--- config.mk ---
export PLATFORM = sky130hd
export DESIGN_NAME = pwm_ramp_ctrl
export DESIGN_NICKNAME = d
export VERILOG_FILES = /design/src/rtl/pwm_ramp_ctrl.sv
export SDC_FILE = /design/constraint.sdc
export NUM_CORES = 1
export LEC_CHECK = 0
export BUFFER_PORTS_ARGS = -buffer_cell sky130_fd_sc_hd__buf_4
export CORE_AREA = 2 2 72 74
export DETAILED_ROUTE_END_ITERATION = 10
export DIE_AREA = 0 0 74 76
export PLACE_DENSITY = 0.8
export SYNTH_ARGS = -nofsm -noshare
export SYNTH_HDL_FRONTEND = slang
export SYNTH_SLANG_ARGS = --single-unit
--- constraint.sdc ---
create_clock -name clk -period 9.3 [get_ports clk]
set_input_delay 1.86 -clock clk [delete_from_list [all_inputs] [get_ports clk]]
set_output_delay 1.86 -clock clk [all_outputs]
set_load 0.02 [all_outputs]
--- src/rtl/pwm_ramp_ctrl.sv ---
// -----------------------------------------------------------------------------
// pwm_ramp_ctrl
//
// Duty-cycle sequencer for the 8-bit PWM generator. The host hands over a
// target duty with a valid/ready handshake. The block then ramps its registered
// duty output toward that target by STEP counts once every PERIODS_PER_STEP PWM
// periods. This gives the load a soft start and a soft stop. The duty output
// feeds the PWM comparator directly.
//
// Parameters
//   STEP              duty increment/decrement per ramp step (1..255)
//   PERIODS_PER_STEP  PWM periods between ramp steps         (1..255)
//
// Ports
//   clk           in   system clock
//   rst_n         in   synchronous reset, ACTIVE-HIGH (1 resets on next edge)
//   ena           in   block enable; 0 freezes all state
//   period_tick   in   one-cycle pulse per PWM period, from the prescaler
//   target[7:0]   in   requested duty
//   target_valid  in   target presented
//   target_ready  out  combinational; target accepted when valid & ready
//   duty[7:0]     out  current duty, registered
//   busy          out  1 while ramping (state UP or DOWN)
//   done          out  one-cycle pulse when duty reaches target
//   stop          in   (PWM_RAMP_STOP_EN only) level; ramps the duty to 0
//
// Build option
//   PWM_RAMP_STOP_EN  when defined, adds the stop input. While stop=1 and
//                     ena=1, the block ramps down to 0 and refuses new targets.
// -----------------------------------------------------------------------------
module pwm_ramp_ctrl #(
  parameter int unsigned STEP             = 1,
  parameter int unsigned PERIODS_PER_STEP = 4
) (
  input  logic       clk,
  input  logic       rst_n,
  input  logic       ena,
  input  logic       period_tick,
  input  logic [7:0] target,
  input  logic       target_valid,
`ifdef PWM_RAMP_STOP_EN
  input  logic       stop,
`endif
  output logic       target_ready,
  output logic [7:0] duty,
  output logic       busy,
  output logic       done
);

  typedef enum logic [1:0] {
    ST_IDLE = 2'd0,
    ST_UP   = 2'd1,
    ST_DOWN = 2'd2
  } state_e;

  localparam logic [7:0] STEP8  = 8'(STEP);
  localparam logic [8:0] STEP9  = 9'(STEP);
  localparam logic [7:0] PPS_M1 = 8'(PERIODS_PER_STEP - 1);

  state_e     state_q, state_d;
  logic [7:0] duty_q,  duty_d;
  logic [7:0] cnt_q,   cnt_d;
  logic [7:0] tgt_q,   tgt_d;
  logic       done_q,  done_d;

  logic       stop_act;
  logic       accept;
  logic       tick_en;
  logic       step_ev;
  logic [7:0] eff_tgt;
  logic [8:0] up_diff;
  logic [8:0] dn_diff;

  // An active stop behaves as a forced target of 0. It only counts while the
  // block is enabled.
`ifdef PWM_RAMP_STOP_EN
  assign stop_act = ena & stop;
`else
  assign stop_act = 1'b0;
`endif

  // rst_n is active-high despite its name. Ready is masked while it is
  // asserted, so a target presented during reset is never taken.
  assign target_ready = ena & (state_q == ST_IDLE) & ~rst_n & ~stop_act;
  assign accept       = target_valid & target_ready;

  assign tick_en = ena & period_tick;
  assign step_ev = tick_en & (cnt_q == PPS_M1);

  assign eff_tgt = stop_act ? 8'd0 : tgt_q;

  // The distances are 9 bits wide. The "last step" test therefore sees the
  // true gap, and duty can never overshoot or wrap.
  assign up_diff = {1'b0, eff_tgt} - {1'b0, duty_q};
  assign dn_diff = {1'b0, duty_q}  - {1'b0, eff_tgt};

  always_comb begin
    // NOTE: every variable gets a default before any branch. This stops an
    // incomplete if/case from inferring a latch.
    state_d = state_q;
    duty_d  = duty_q;
    cnt_d   = cnt_q;
    tgt_d   = tgt_q;
    done_d  = 1'b0;

    if (ena) begin
      unique case (state_q)
        ST_IDLE: begin
          if (stop_act) begin
            if (duty_q != 8'd0) begin
              state_d = ST_DOWN;
              cnt_d   = 8'd0;
            end
          end else if (accept) begin
            // A period_tick in this cycle is deliberately not counted.
            tgt_d = target;
            cnt_d = 8'd0;
            if (target > duty_q) begin
              state_d = ST_UP;
            end else if (target < duty_q) begin
              state_d = ST_DOWN;
            end else begin
              done_d = 1'b1;
            end
          end
        end

        ST_UP: begin
          if (stop_act) begin
            state_d = ST_DOWN;
            cnt_d   = 8'd0;
          end else if (tick_en) begin
            if (step_ev) begin
              cnt_d = 8'd0;
              if (up_diff <= STEP9) begin
                duty_d  = eff_tgt;
                state_d = ST_IDLE;
                done_d  = 1'b1;
              end else begin
                duty_d = duty_q + STEP8;
              end
            end else begin
              cnt_d = cnt_q + 8'd1;
            end
          end
        end

        ST_DOWN: begin
          // A stop that arrives mid-descent keeps the step counter running.
          // Only the goal moves to 0.
          if (tick_en) begin
            if (step_ev) begin
              cnt_d = 8'd0;
              if (dn_diff <= STEP9) begin
                duty_d  = eff_tgt;
                state_d = ST_IDLE;
                done_d  = 1'b1;
              end else begin
                duty_d = duty_q - STEP8;
              end
            end else begin
              cnt_d = cnt_q + 8'd1;
            end
          end
        end

        default: begin
          state_d = ST_IDLE;
        end
      endcase

      if (stop_act) begin
        tgt_d = 8'd0;
      end
    end
  end

  // One register block holds the whole FSM and its datapath. Reset is
  // synchronous and active-high on rst_n.
  always_ff @(posedge clk) begin
    if (rst_n) begin
      // NOTE: sequential state uses non-blocking assignments only. Every flop
      // then samples the pre-edge values, whatever order the statements are in.
      state_q <= ST_IDLE;
      duty_q  <= 8'd0;
      cnt_q   <= 8'd0;
      tgt_q   <= 8'd0;
      done_q  <= 1'b0;
    end else begin
      state_q <= state_d;
      duty_q  <= duty_d;
      cnt_q   <= cnt_d;
      tgt_q   <= tgt_d;
      done_q  <= done_d;
    end
  end

  assign duty = duty_q;
  assign busy = (state_q != ST_IDLE);
  assign done = done_q;

endmodule

==> impl_metrics.ini, run 1 <==
[drt]
route.met2.wl_um = 3044
avgRoutedWirePerCell_um = 15.06
detail_route.first_pass.iterations = 5
vias_per_cell = 6.026
detailroute.via_count = 2579
routed.top_layer = met4
drt_wl_total_um = 6444
ant_nets = 0
m1WireLength_um = 2896
met3RoutedLength_um = 406
drcViolationCount = 0
initialDrtViolationCount = 281

[power_and_ir_drop]
p_leak_nw = 1.161
clock_power_share = 0.113
total_power_of_the_final_layout_w = 0.0006260
power.density_nw_per_um2 = 222.3
seqPwrFrac = 0.234
cell_internal_pwr_w = 0.0003127
switchingPower_w = 0.0003133
p_sw_frac = 0.5005
power.combinational.fraction = 0.653
vdd.ir_drop.worst_uv = 126.4

[placement]
dpl.hpwl_um = 4985
globalplace.congestion = 0.9410
place_worst_setup_slack_ns = 4.985
place.port_buffers = 23
cell_area_after_placement_sq_um = 2766

[clock_tree]
ctsHoldBuffers = 0
ctsRootBufferMaster = clkbuf_8
cts_setup_buffers = 0
clk_pin_slew_worst_paths_ns = 0.09
h_tree_depth = 1
insertion_delay_ns = 0.28
post_cts_sizing = 0
clock_tree_from_tritoncts = done
ctsLongestPathBuffers = 2
cts_buffers = 3
clkSinkCount = 27

[critical_path]
setup.worst_path.start_class = primary input
reg_to_reg_critical_path_endpoint = state_q[0]
ff2ff_path_depth = 10
critical_path_arrival_ns = 2.45
setup_cp_type = in2out
regToRegStartpoint = duty[5]
critical_path.startpoint = rst_n
timing.critical_path.to_type = output port
critical_path.max_fanout = 16
cp_data_required_time_ns = 7.44
regToRegSetupSlack_ns = 5.78

[outcome]
status = complete, no violations

[synth]
yosysUniqueCellTypes = 55
synth.net_count = 390
synth-compound-area-share = 0.2374
ys_async_sr_fraction = 0
post-synth-top-area-fraction = 0.2101
synth_fa_ha_area_frac = 0.1663
synth_mux_area_frac = 0.007782
synthTopCellsByArea = dfxtp_1, ha_1, a21oi_1, nand2_1, inv_1
gate_count_after_technology_mapping = 344
yosysWarningCount = 0
synthesis.area_per_instance_sq_um = 7.478
post_synth_xor_area_fraction = 0.04767
synth_top_family_by_area = simple AND/OR/NAND/NOR gates
synth_simple_gate_area_share = 0.2656
syn_area_sq_um = 2572
synthFlopType = dfxtp_1
synth.yosys.seq_area_share = 0.2101
synth-seq-cells = 27
synth.largest_area_cell = dfxtp_1
number_of_enable_type_register_cells_in_the_synthesized_netlist = 0

[final_layout]
area_delta_synth_final_pct = 9.484
final_net_count = 405
final_area_sq_um = 2816
post_route_cells_drive_above_1_share = 0.1006
antenna-diode-count = 0

[worst_hold_path]
holdPathEnd = eff_tgt[2]
worst_hold_startpoint = eff_tgt[2]
worst_hold_path_type = reg2reg
count_of_cells_along_the_worst_hold_path = 2

[timing]
timing.final.ws_setup_ns = 4.989
final-max-slew-violation-count = 0
clock-skew-final_ns = 0.004504
grt_setup_unrepaired = false
finalSetupTns_ns = 0
max_freq_mhz = 232.0
min_period_over_period = 0.4635
report.final.hold_viol_count = 0
relSlewSlack = 0.3705
worstMarginPinSlew_ns = 0.9398
setup_viol = 0
post_layout_min_period_ns = 4.311

[die]
core_sq_um = 4912
dieWidth_um = 74
initial_core_util = 0.5237
core.rowCount = 26
io-pin-count = 24
chipHeight_um = 76
floorplan.die_area_sq_um = 5624

[run]
max_cap_viol_count = 0

[global_route]
grt_max_degree = 18
grtUsageTotal = 0.2484
antenna_found_initial = 0
grt_pass1_wl_um = 11330
first_global_vias = 2488
grt_remaining_overflow = 0
## power by group through the flow
stage	clock network (W)	registers (W)	logic, W
after floorplan	0	0.000147	0.000310
after global placement	0	0.000148	0.000388
after detailed placement	0	0.000149	0.000398
after CTS	0.0000727	0.000146	0.000399
after global routing	0.0000784	0.000150	0.000456
final	0.0000707	0.000147	0.000409
## registers in the layout, summed over array words and instances (netlist names)
name,count
state_q,2
done,1
eff_tgt,8
duty,8
cnt_q,8
## logic make-up (layout without fill, tap and decap cells)
| logic type | after synthesis | in the layout |
|---|---|---|
| flops | 27 | 27 |
| buf+inv | 40 | 54 |
| compound gates | 92 | 92 |
| simple gates | 136 | 136 |
| fa+ha+maj | 33 | 33 |
| xor+xnor | 14 | 14 |
| mux | 2 | 2 |
## worst max path at each step
stage | to | slack, ns | cells past startpoint
after floorplan | target_ready | 5.25 | 1
after global placement | target_ready | 4.99 | 3
after detailed placement | target_ready | 4.98 | 3
after CTS | target_ready | 4.98 | 3
after global routing | target_ready | 4.96 | 3
final | target_ready | 4.99 | 3
## layout by cell type (no fill, tap or decap), types with 3 or more instances in the layout
| cell type | instances |
|---|---|
| nand2b_1 | 6 |
| nand3b_1 | 6 |
| nor2_1 | 24 |
| o21ai_0 | 10 |
| and3_1 | 5 |
| nand3_1 | 17 |
| nor4b_1 | 3 |
| ha_1 | 31 |
| a21oi_1 | 33 |
| a21o_1 | 5 |
| o21ai_1 | 3 |
| nor3_1 | 8 |
| buf_4 | 23 |
| nand2_1 | 44 |
| and4_1 | 4 |
| nand4_1 | 5 |
| dfxtp_1 | 27 |
| a31oi_1 | 6 |
| a211oi_1 | 3 |
| xor2_1 | 9 |
| xnor2_1 | 5 |
| nor4_1 | 4 |
| o2111ai_1 | 3 |
| inv_1 | 27 |
| or3_1 | 3 |
| clkbuf_8 | 3 |
## per-layer routing
layer,track usage,up-vias
li1,-,1266
met1,0.3402,1205
met2,0.4009,91
met3,0.04233,17
met4,0.06364,0
met5,0,-
## final cells by class
cell class,instances,area [sq um]
Sequential cell,27,540.5
Clock inverter,1,8.758
Fill cell,477,2096
Multi-Input combinational cell,277,1864
Tap cell,70,87.58
Timing Repair Buffer,23,172.7
Clock buffer,3,41.29
Inverter,27,101.3
## Yosys cell counts, drive strengths merged, types with 6 or more instances
library cell and n:
xor2 9, nand3b 6, dfxtp 27, o21ai 14, ha 31, clkbuf 9, nand2b 6, nor3 8
a31oi 6, inv 27, nand2 44, nand3 17, a21oi 35, nor2 24
## worst max-delay path, cell delays in order
cell and delay, ns:
buf_4 0.17, and3b_1 0.26, buf_4 0.15
## stage by stage
stage | hold WS (ns) | cells | util
CTS | 0.5090 | 428 | 0.5734
finish | 0.5061 | 428 | 0.5734
global placement | 0.4755 | 424 | 0.5632
floorplan | 0.4530 | 344 | -
detailed placement | 0.4946 | 424 | 0.5632
global route | 0.5314 | 428 | 0.5734
Power figures use the tool's default switching activity.
==> run 2: changes to the inputs <==
==> constraint.sdc (replaced) <==
create_clock -name clk -period 4.15 [get_ports clk]
set_input_delay 0.83 -clock clk [delete_from_list [all_inputs] [get_ports clk]]
set_output_delay 0.83 -clock clk [all_outputs]
set_load 0.02 [all_outputs]
==> run 2 against run 1 <==
Net effect:
- first-iteration DRC count decreased by 14%
- non-clock buffer count unchanged
- clock-buffer cell count unchanged
- sequential power increased by 120%
- clock power increased by 110%
- flip-flop and latch count unchanged
- wire length increased by 2.2%
- cell area decreased by 0.13%
- via count decreased by 0.27%
- total power increased by 120%
- core utilization decreased by 0.076 points
- critical endpoint is now state_q[0]
==> impl_metrics.ini, run 2 (synthesis results as in run 1) <==
[final_layout]
area_delta_synth_final_pct = 9.339
post_route_cells_drive_above_1_share = 0.1006
layout.cells.most_common_list = nand2_1, a21oi_1, ha_1
final_net_count = 405
most_common_cell_after_layout_fill_and_taps_aside = nand2_1
antenna-diode-count = 0
postLayoutCoreUtil = 0.5726

[power_and_ir_drop]
p_leak_nw = 1.161
power.density_nw_per_um2 = 495.1
vdd.ir_drop.worst_uv = 315.4

[die]
initial_core_util = 0.5237
core_sq_um = 4912
floorplan.die_area_sq_um = 5624
io-pin-count = 24
chipHeight_um = 76
dieWidth_um = 74
core.rowCount = 26

[clock_tree]
ctsRootBufferMaster = clkbuf_8
ctsHoldBuffers = 0
h_tree_depth = 1
cts_setup_buffers = 0
cts_buffers = 3
clk_pin_slew_worst_paths_ns = 0.10
post_cts_sizing = 0
clkSinkCount = 27
ctsLongestPathBuffers = 2
insertion_delay_ns = 0.27
clock_tree_from_tritoncts = done

[global_route]
antenna_found_initial = 0
first_global_vias = 2413
grt_pass1_wl_um = 11100
grt_max_degree = 17
grt_remaining_overflow = 0
grtUsageTotal = 0.2420

[critical_path]
cp_data_required_time_ns = 4.33
setup_cp_type = reg2reg
timing.critical_path.to_type = flip-flop
regToRegStartpoint = duty[2]
ff2ff_path_depth = 10
critical_path_arrival_ns = 3.62
critical_path.max_fanout = 10
setup.worst_path.start_class = flip-flop
reg_to_reg_critical_path_endpoint = state_q[0]
regToRegSetupSlack_ns = 0.71

[timing]
post_layout_min_period_ns = 3.440
worstMarginPinSlew_ns = 0.8873
setup_viol = 0
clock-skew-final_ns = 0.006789
min_period_over_period = 0.8289
timing.final.ws_setup_ns = 0.7101
grt_setup_unrepaired = false
relSlewSlack = 0.4057
final-max-slew-violation-count = 0
report.final.hold_viol_count = 0
finalSetupTns_ns = 0
max_freq_mhz = 290.7

[run]
max_cap_viol_count = 0

[drt]
drcViolationCount = 0
detail_route.first_pass.iterations = 7
initialDrtViolationCount = 241
vias_per_cell = 6.009
detailroute.via_count = 2572
drt_wl_total_um = 6587
avgRoutedWirePerCell_um = 15.39
ant_nets = 0

[placement]
place.port_buffers = 23
globalplace.congestion = 1.007
dpl.hpwl_um = 5176
place_worst_setup_slack_ns = 0.8123

[worst_hold_path]
holdPathEnd = cnt_q[1]
worst_hold_startpoint = cnt_q[1]
count_of_cells_along_the_worst_hold_path = 2
worst_hold_path_type = reg2reg

[outcome]
status = complete, no violations
[run 2: worst max path at each step]
stage                     startpoint  slack, ns          to
after floorplan              duty[2]       0.93  state_q[0]
after global placement       duty[2]       0.88  state_q[1]
after detailed placement     duty[2]       0.81  state_q[0]
after CTS                    duty[2]       0.78     duty[3]
after global routing         duty[5]       0.51  state_q[1]
final                        duty[2]       0.71  state_q[0]
[run 2: metal layers]
| layer | global-route usage | up-vias | wire length [um] |
|---|---|---|---|
| li1 | - | 1262 | - |
| met1 | 0.3342 | 1180 | 2842 |
| met2 | 0.3893 | 120 | 3117 |
| met3 | 0.03968 | 10 | 545 |
| met4 | 0.06000 | 0 | 82 |
| met5 | 0 | - | 0 |
[run 2: stage by stage]
step           power [W]  area, sq um  cells  hold WS, ns
5_1_grt         0.001503         2813    428       0.5179
4_1_cts         0.001378         2813    428       0.4964
6_report        0.001393         2813    428       0.4924
3_3_place_gp    0.001198         2766    424       0.4726
3_5_place_dp    0.001223         2766    424       0.4799
2_1_floorplan   0.001025         2572    344       0.4530
[run 2: critical path, cell delays in order (launching register included)]
cell,delay [ns]
dfxtp_1,0.56
inv_1,0.21
ha_1,0.46
a21oi_1,0.24
nand2_1,0.13
and4_1,0.22
nor4b_1,0.38
and3_1,0.38
a21boi_1,0.14
or3_1,0.39
a31o_1,0.23
[run 2: power by group]
| part | total [W] | switching [W] | internal [W] |
|---|---|---|---|
| clock network | 0.000152 | 0.0000849 | 0.0000673 |
| logic | 0.000915 | 0.000567 | 0.000347 |
| registers | 0.000326 | 0.0000423 | 0.000283 |
| total | 0.00139 | 0.000695 | 0.000698 |
[run 2: layout make-up]
cell class / instances / area, sq um
fillers: 469 / 2100
multi-input cells: 277 / 1864
flip-flops and latches: 27 / 540.5
repair buffers: 23 / 172.7
inverters: 27 / 101.3
well taps: 70 / 87.58
clock buffers: 3 / 41.29
clock inverters: 1 / 5.005
